==> src/rtl/pwmtimer_nbits.sv <==
// pwmtimer_nbits: WIDTH-bit down/up/up-down PWM carrier timer with shadowed period/mode,
// phase-sync reload, direction output and maskable zero/max sync events.
module pwmtimer_nbits #(
  parameter int WIDTH = 16,
  parameter logic [15:0] RST_CMAX = 16'h00FF
) (
  input  logic             clk,
  input  logic             rst_n,
  input  logic             ce,
  input  logic [1:0]       count_mode,
  input  logic [WIDTH-1:0] countmax,
  input  logic [WIDTH-1:0] init_carr,
  input  logic             init_dir,
  input  logic             sync_in,
  input  logic [1:0]       syncmode,
  output logic [WIDTH-1:0] carrier,
  output logic             dir,
  output logic             sync
);
  typedef enum logic [1:0] {NO_COUNT, DOWN, UP, UPDOWN} mode_t;
  localparam logic [WIDTH-1:0] ONE = WIDTH'(1);
  mode_t            mode_act;
  logic [WIDTH-1:0] cmax_act;
  logic [WIDTH-1:0] carrier_nx;
  logic             dir_nx;
  logic             zevt;
  logic             mevt;
  logic             bnd;
  logic             load;
  logic             sync_nx;
  logic             peak;
  logic             trough;
  always_comb begin
    zevt    = (mode_act != NO_COUNT) && (carrier == '0);
    mevt    = (mode_act != NO_COUNT) && (carrier == cmax_act);
    bnd     = (mode_act == DOWN)   ? zevt :
              (mode_act == UP)     ? (carrier >= cmax_act) :
              (mode_act == UPDOWN) ? (zevt && !dir) : 1'b0;
    load    = !sync_in && ((mode_act == NO_COUNT) || bnd);
    sync_nx = ce && ((zevt && syncmode[0]) || (mevt && syncmode[1]));
    peak    = dir && (carrier >= cmax_act);
    trough  = !dir && (carrier == '0);
    carrier_nx = carrier;
    dir_nx     = dir;
    if (sync_in) begin
      carrier_nx = init_carr;
      dir_nx     = (mode_act == UPDOWN) ? init_dir : (mode_act == UP);
    end else begin
      unique case (mode_act)
        DOWN: begin
          carrier_nx = (carrier == '0) ? cmax_act : carrier - ONE;
          dir_nx     = 1'b0;
        end
        UP: begin
          carrier_nx = (carrier >= cmax_act) ? '0 : carrier + ONE;
          dir_nx     = 1'b1;
        end
        UPDOWN: begin
          // a zero period would otherwise underflow at the peak; hold at 0 and just flip direction
          carrier_nx = (cmax_act == '0) ? '0 :
                       peak             ? cmax_act - ONE :
                       trough           ? ONE :
                       dir              ? carrier + ONE : carrier - ONE;
          dir_nx     = (cmax_act == '0) ? !dir :
                       peak             ? 1'b0 :
                       trough           ? 1'b1 : dir;
        end
        default: ;
      endcase
    end
  end
  always_ff @(posedge clk or negedge rst_n) begin
    if (!rst_n) begin
      carrier  <= '0;
      dir      <= 1'b1;
      sync     <= 1'b0;
      cmax_act <= WIDTH'(RST_CMAX);
      mode_act <= NO_COUNT;
    end else begin
      sync <= sync_nx;
      if (ce) begin
        carrier <= carrier_nx;
        dir     <= dir_nx;
        if (load) begin
          cmax_act <= countmax;
          mode_act <= mode_t'(count_mode);
        end
      end
    end
  end
endmodule
==> config.mk <==
export PLATFORM = sky130hd
export DESIGN_NAME = pwmtimer_nbits
export DESIGN_NICKNAME = d
export VERILOG_FILES = /design/src/rtl/pwmtimer_nbits.sv
export SDC_FILE = /design/constraint.sdc
export NUM_CORES = 1
export LEC_CHECK = 0
export BUFFER_PORTS_ARGS = -buffer_cell sky130_fd_sc_hd__clkbuf_2
export CAP_MARGIN = 20
export CORE_AREA = 5 5 108 110
export CTS_BUF_LIST = sky130_fd_sc_hd__clkbuf_8
export DETAILED_ROUTE_END_ITERATION = 10
export DIE_AREA = 0 0 113 115
export GPL_TIMING_DRIVEN = 1
export PLACE_DENSITY = 0.6
export SYNTH_ARGS = -nofsm -noshare
export SYNTH_HDL_FRONTEND = slang
export SYNTH_SLANG_ARGS = --single-unit
==> constraint.sdc <==
create_clock -name clk -period 3.9 [get_ports clk]
set_input_delay 0.195 -clock clk [delete_from_list [all_inputs] [get_ports clk]]
set_output_delay 0.195 -clock clk [all_outputs]
set_load 0.02 [all_outputs]
After elaboration in Yosys (flattened, before gate mapping)
Index checks and enable logic that the tools add are counted.
W data, S select, Z words.
- input port bits: 41
- register bits: 36
- output and inout bits: 18
- word-level logic and storage cells: 52
- reductions and logical operators: 21
- multiplexer cells: 17
- order comparisons: 1
- equality and inequality tests: 5
- add/subtract/negate cells: 3
- operator list (cell ; number):
    $mux W16 ; 7
    $pmux W16 S3 ; 1
    $logic_not A16 Y1 ; 2
    $sub A16 B1 Y16 const B ; 2
    $add A16 B1 Y16 const B ; 1
    $eq A16 B16 Y1 ; 1
    $ge A16 B16 Y1 ; 1
    $logic_and A1 B1 Y1 ; 9
    $mux W1 ; 8
    $ne A5 B4 Y1 const B ; 1
    $eq A2 B2 Y1 const B ; 2
    $reduce_and A2 Y1 ; 2
    $reduce_bool A4 Y1 ; 1
    $pmux W1 S3 ; 1
    $reduce_and A3 Y1 ; 1
    $eq A2 B1 Y1 const B ; 1
    $logic_not A1 Y1 ; 2
    $logic_not A2 Y1 ; 1
    $logic_or A1 B1 Y1 ; 2
    $reduce_bool A2 Y1 ; 1

Longest topological paths before layout
- depth in word-level cells: 9
- gate-level depth with buffers: 12
- mapped depth without buffers: 9

Worst setup path before layout
Ideal clock, no wire load.
- path kind: register -> register
- start: reg carrier[15]
- end: reg cmax_act[10]
- library setup time: 0.125 ns
- data required time: 3.775 ns
- cell stages (with the launch flop): 11
- slack: 0.859 ns
- period minus slack after synthesis: 3.041 ns
- buffers on the path: 2
- data arrival time: 2.915 ns
- cells stage by stage: dfrtp_1 ha_1 nand4_1 nor4_1 o31ai_1 nand3_1 nor2_1 or4b_1 buf_6 buf_12 mux2_4
- word-level cells in the longest chain between the ends: 9
- elaborated cells between the ends (all ways): 10
- classes of those cells: order compare (1); mux (3); reduce/logical (6)
- ends and longest elaborated chain (element ; line ; text):
    start: declaration ; 16 ; output logic [WIDTH-1:0] carrier,
    start signal: assignment ; 82 ; carrier <= carrier_nx;
    branches (longest 5 deep; another with $ge A16 B16 Y1) ; -- ;
    $mux W1 (*) ; 36 ; bnd = (mode_act == DOWN) ? zevt :
    $logic_or A1 B1 Y1 (*) ; 39 ; load = !sync_in && ((mode_act == NO_COUNT) || bnd);
    $logic_and A1 B1 Y1 (*) ; 39 ;
    $reduce_and A2 Y1 (no line) (*) ; -- ;
    end signal: assignment ; 77 ; cmax_act <= WIDTH'(RST_CMAX);
    end signal: assignment ; 85 ; cmax_act <= countmax;
    end: declaration ; 23 ; logic [WIDTH-1:0] cmax_act;
Mark *: on every way between the ends.
A chain may end at the register's enable or synchronous reset.

Final worst setup path
- start: reg carrier[13]
- end: reg mode_act[0]
- word-level cells in the longest chain between the ends: 9
- elaborated cells between the ends (all ways): 10
- classes of those cells: order compare (1); mux (3); reduce/logical (6)
- ends and longest elaborated chain (element ; line ; text):
    branches (longest 5 deep; another with $ge A16 B16 Y1) ; -- ;
    $mux W1 (*) ; 36 ;
    $logic_or A1 B1 Y1 (*) ; 39 ;
    $logic_and A1 B1 Y1 (*) ; 39 ;
    $reduce_and A2 Y1 (no line) (*) ; -- ;
    end signal: assignment ; 86 ; mode_act <= mode_t'(count_mode);
    end: declaration ; 22 ; mode_t mode_act;
Marks and branches as above.

==> key figures <==
Setup path
  – Worst EP required: 4080 ps
  – Critical Path Start Type: flop
  – Reg2reg setup slack: between 300 and 400 ps
  – Crit path DAT: 3710 ps
  – CP max FO: 12
  – CP endpoint kind: flop
  – Crit Path Class: reg -> reg

Power and ir drop
  – IR drop worst, VDD: between 0.4 and 0.5 mV
  – P per Cell Area: 853 mW/mm^2
  – Leakage Power: roughly 1.8 nW

Detailed routing
  – Drt first pass iters: 5
  – DRC errors left: 0
  – Final wirelength: around 13000 um
  – Vias: slightly below 4000
  – Initial DRC Count: between 200 and 300
  – Via density: 5.98
  – Antenna-violating nets left: 0
  – Wire length per cell: 20.8 um

Final layout
  – Final net count: between 500 and 600
  – Antenna fix cells: 0
  – Layout cells sized above 1: 0.245
  – Area Overhead vs Synth: 16.4%

Timing
  – Tmin final: between 3000 and 4000 ps
  – Fin. max-slew vios: 0
  – Slew margin rel.: 0.211
  – Worst Tran Pin Value: 1170 ps
  – Max Fclk: about 280 MHz
  – Clk_skew: around 14 ps
  – RSZ-0062 raised after global routing: false
  – Final hold vios: 0
  – Setup Viol. Count Final: 0
  – Final Cycle Share: 0.904
  – Setup TNS Final: 0 ps
  – Fin Hold WS: between 100 and 150 ps

Yosys
  – Compound-gate portion of the synthesized area: 0.206
  – Mux share of post-synthesis cell area: 0.0743
  – Number of synthesized register bits: 36
  – Post-synth ARST share: 1.00
  – Number of flops mapped to enable cells by yosys: 0
  – Cell taking the most area after synthesis: dfrtp_1
  – Post-synth top flop: dfrtp_1
  – Adder-cell share of the synthesized area: 0.0722
  – Simple-Gate Fraction of Synth Area: 0.254
  – Synth area leaders: dfrtp_1, ha_1, dfstp_2
  – Warnings, synthesis: 0
  – Post-synthesis xor/xnor area fraction: 0.0722
  – Mapped Cells: about 450
  – Syn_area_per_cell: 8.14 um^2
  – Cell Area, Synth: between 0.003 and 0.004 mm^2
  – Synth unique cells: 60
  – Syn Nets: 509
  – Most frequent cell after synthesis: nand2_1
  – Top-area cell type share of the netlist area: 0.186
  – Synth cell count leaders: nand2_1, nor2_1, o21ai_0
  – Largest family of logic cells by synthesized area: simple AND/OR/NAND/NOR gates
  – Post-synthesis sequential area ratio: 0.251

Floorplanning
  – Die Y: around 120 um
  – Initial core utilization: 0.343
  – FP Rows: 38
  – Core area: between 0.01 and 0.015 mm^2
  – IO Count: 59
  – Die area: around 0.013 mm^2
  – DIE WIDTH: 113 um

Flow run
  – Max Cap Violations: 0

Clocking
  – Worst skew pair latency: roughly 300 ps
  – H-tree levels: 2
  – Post-cts resize count: 0
  – Clk slew on worst S/H paths: about 90 ps
  – Cts bufs inserted: 5
  – Clock sinks: 36
  – Number of setup buffers added after CTS: 0
  – Clock Path Buffers: 2
  – CTS Root Cell: clkbuf_8
  – CTS Hold Bufs: 0
  – CTS tree: done

GRT
  – Largest net degree at the start of global routing: 37
  – GR Util All Layers: 0.207
  – Number of global-route vias before repair: between 3000 and 4000
  – GRT overflow: 0
  – First-pass GRT wire length: about 21000 um
  – Initial antenna violation count: 0

Status
  – Status: finished, final reports clean

Hold path
  – Hold Path Class: in -> reg

Placement
  – Final GP Congestion: around 0.96
  – HPWL Detailed: approximately 10000 um
  – Port bufs: 58
## cells by family (layout without fill, tap and decap cells)
| family | after synthesis | in the layout |
|---|---|---|
| AND/OR/NAND/NOR | 172 | 172 |
| AO/OA/AOI/OAI | 112 | 112 |
| buffers and inverters | 55 | 114 |
| flip-flops | 36 | 36 |
| XOR/XNOR | 30 | 30 |
| adder cells (fa/ha/maj) | 21 | 21 |
| multiplexers | 21 | 21 |
## sequential cells by signal, indices dropped and copies added (netlist names)
register  flops
cmax_act     16
sync          1
carrier      16
dir           1
mode_act      2
## metal layers
metal  track usage  part of all wire
met1         0.286              0.43
met5             0                 0
met3        0.0321             0.081
met2         0.324              0.45
met4        0.0865             0.033
## critical path, cell delays in order, from the launching register on
cell	delay, ps
dfrtp_1	500
ha_1	360
nand4_1	180
nor4_1	480
o31ai_1	200
nand3_1	130
nor2_1	50
buf_4	170
or4b_1	730
buf_4	310
mux2_2	290
## power by group
group	switching [mW]	internal, mW
Clock	0.154	0.159
Combinational	1.35	0.942
Sequential	0.412	0.591
Total	1.92	1.69
## cell type report
class	instances	area, um^2
inverter	25	93.8
multi-input combinational	356	2470
fill	1103	6370
timing repair buffer	81	478
tap	140	175
clock inverter	1	3.75
clock buffer	7	96.3
sequential	36	912
## metrics by stage
step | area [um^2] | cells | util | setup slack (ps) | total power [mW]
after floorplan | 3640 | 447 | - | 859 | 2.46
after global placement | 4100 | 636 | 0.387 | 588 | 3.21
after detailed placement | 4100 | 636 | 0.387 | 463 | 3.23
after CTS | 4200 | 644 | 0.397 | 416 | 3.55
after global routing | 4230 | 646 | 0.399 | 161 | 3.84
final | 4230 | 646 | 0.399 | 374 | 3.61
## path summary, 6_finish.rpt
path,start,to,depth (start not counted)
min,countmax[0],cmax_act[0]$_DFFE_PN1P_,2
max reg2reg,carrier[13]$_DFFE_PN0P_,mode_act[0]$_DFFE_PN0P_,10
min reg2reg,cmax_act[15]$_DFFE_PN0P_,cmax_act[15]$_DFFE_PN0P_,1
min in group asynchronous,rst_n,carrier[5]$_DFFE_PN0P_,2
max in group asynchronous,rst_n,dir$_DFFE_PN1P_,3
max,carrier[13]$_DFFE_PN0P_,mode_act[0]$_DFFE_PN0P_,10
## layout by cell type, fill, tap and decap left out, types with 7 or more instances in the layout
master | netlist | layout
a211oi_1 | 10 | 10
xor2_1 | 8 | 8
a21oi_1 | 19 | 19
or3_1 | 13 | 13
mux2_4 | 10 | 10
and3_1 | 8 | 8
mux2_2 | 8 | 8
xnor2_1 | 22 | 22
nand2_1 | 39 | 39
dfstp_2 | 9 | 9
dfrtp_1 | 27 | 27
a221oi_1 | 8 | 8
nand3_1 | 15 | 15
buf_4 | 0 | 21
o21ai_0 | 28 | 28
ha_1 | 21 | 21
nand4_1 | 9 | 9
clkbuf_2 | 0 | 58
inv_1 | 25 | 26
clkbuf_8 | 0 | 7
nor2_1 | 30 | 30
nor3_1 | 23 | 23
Power figures use the tool's default switching activity.
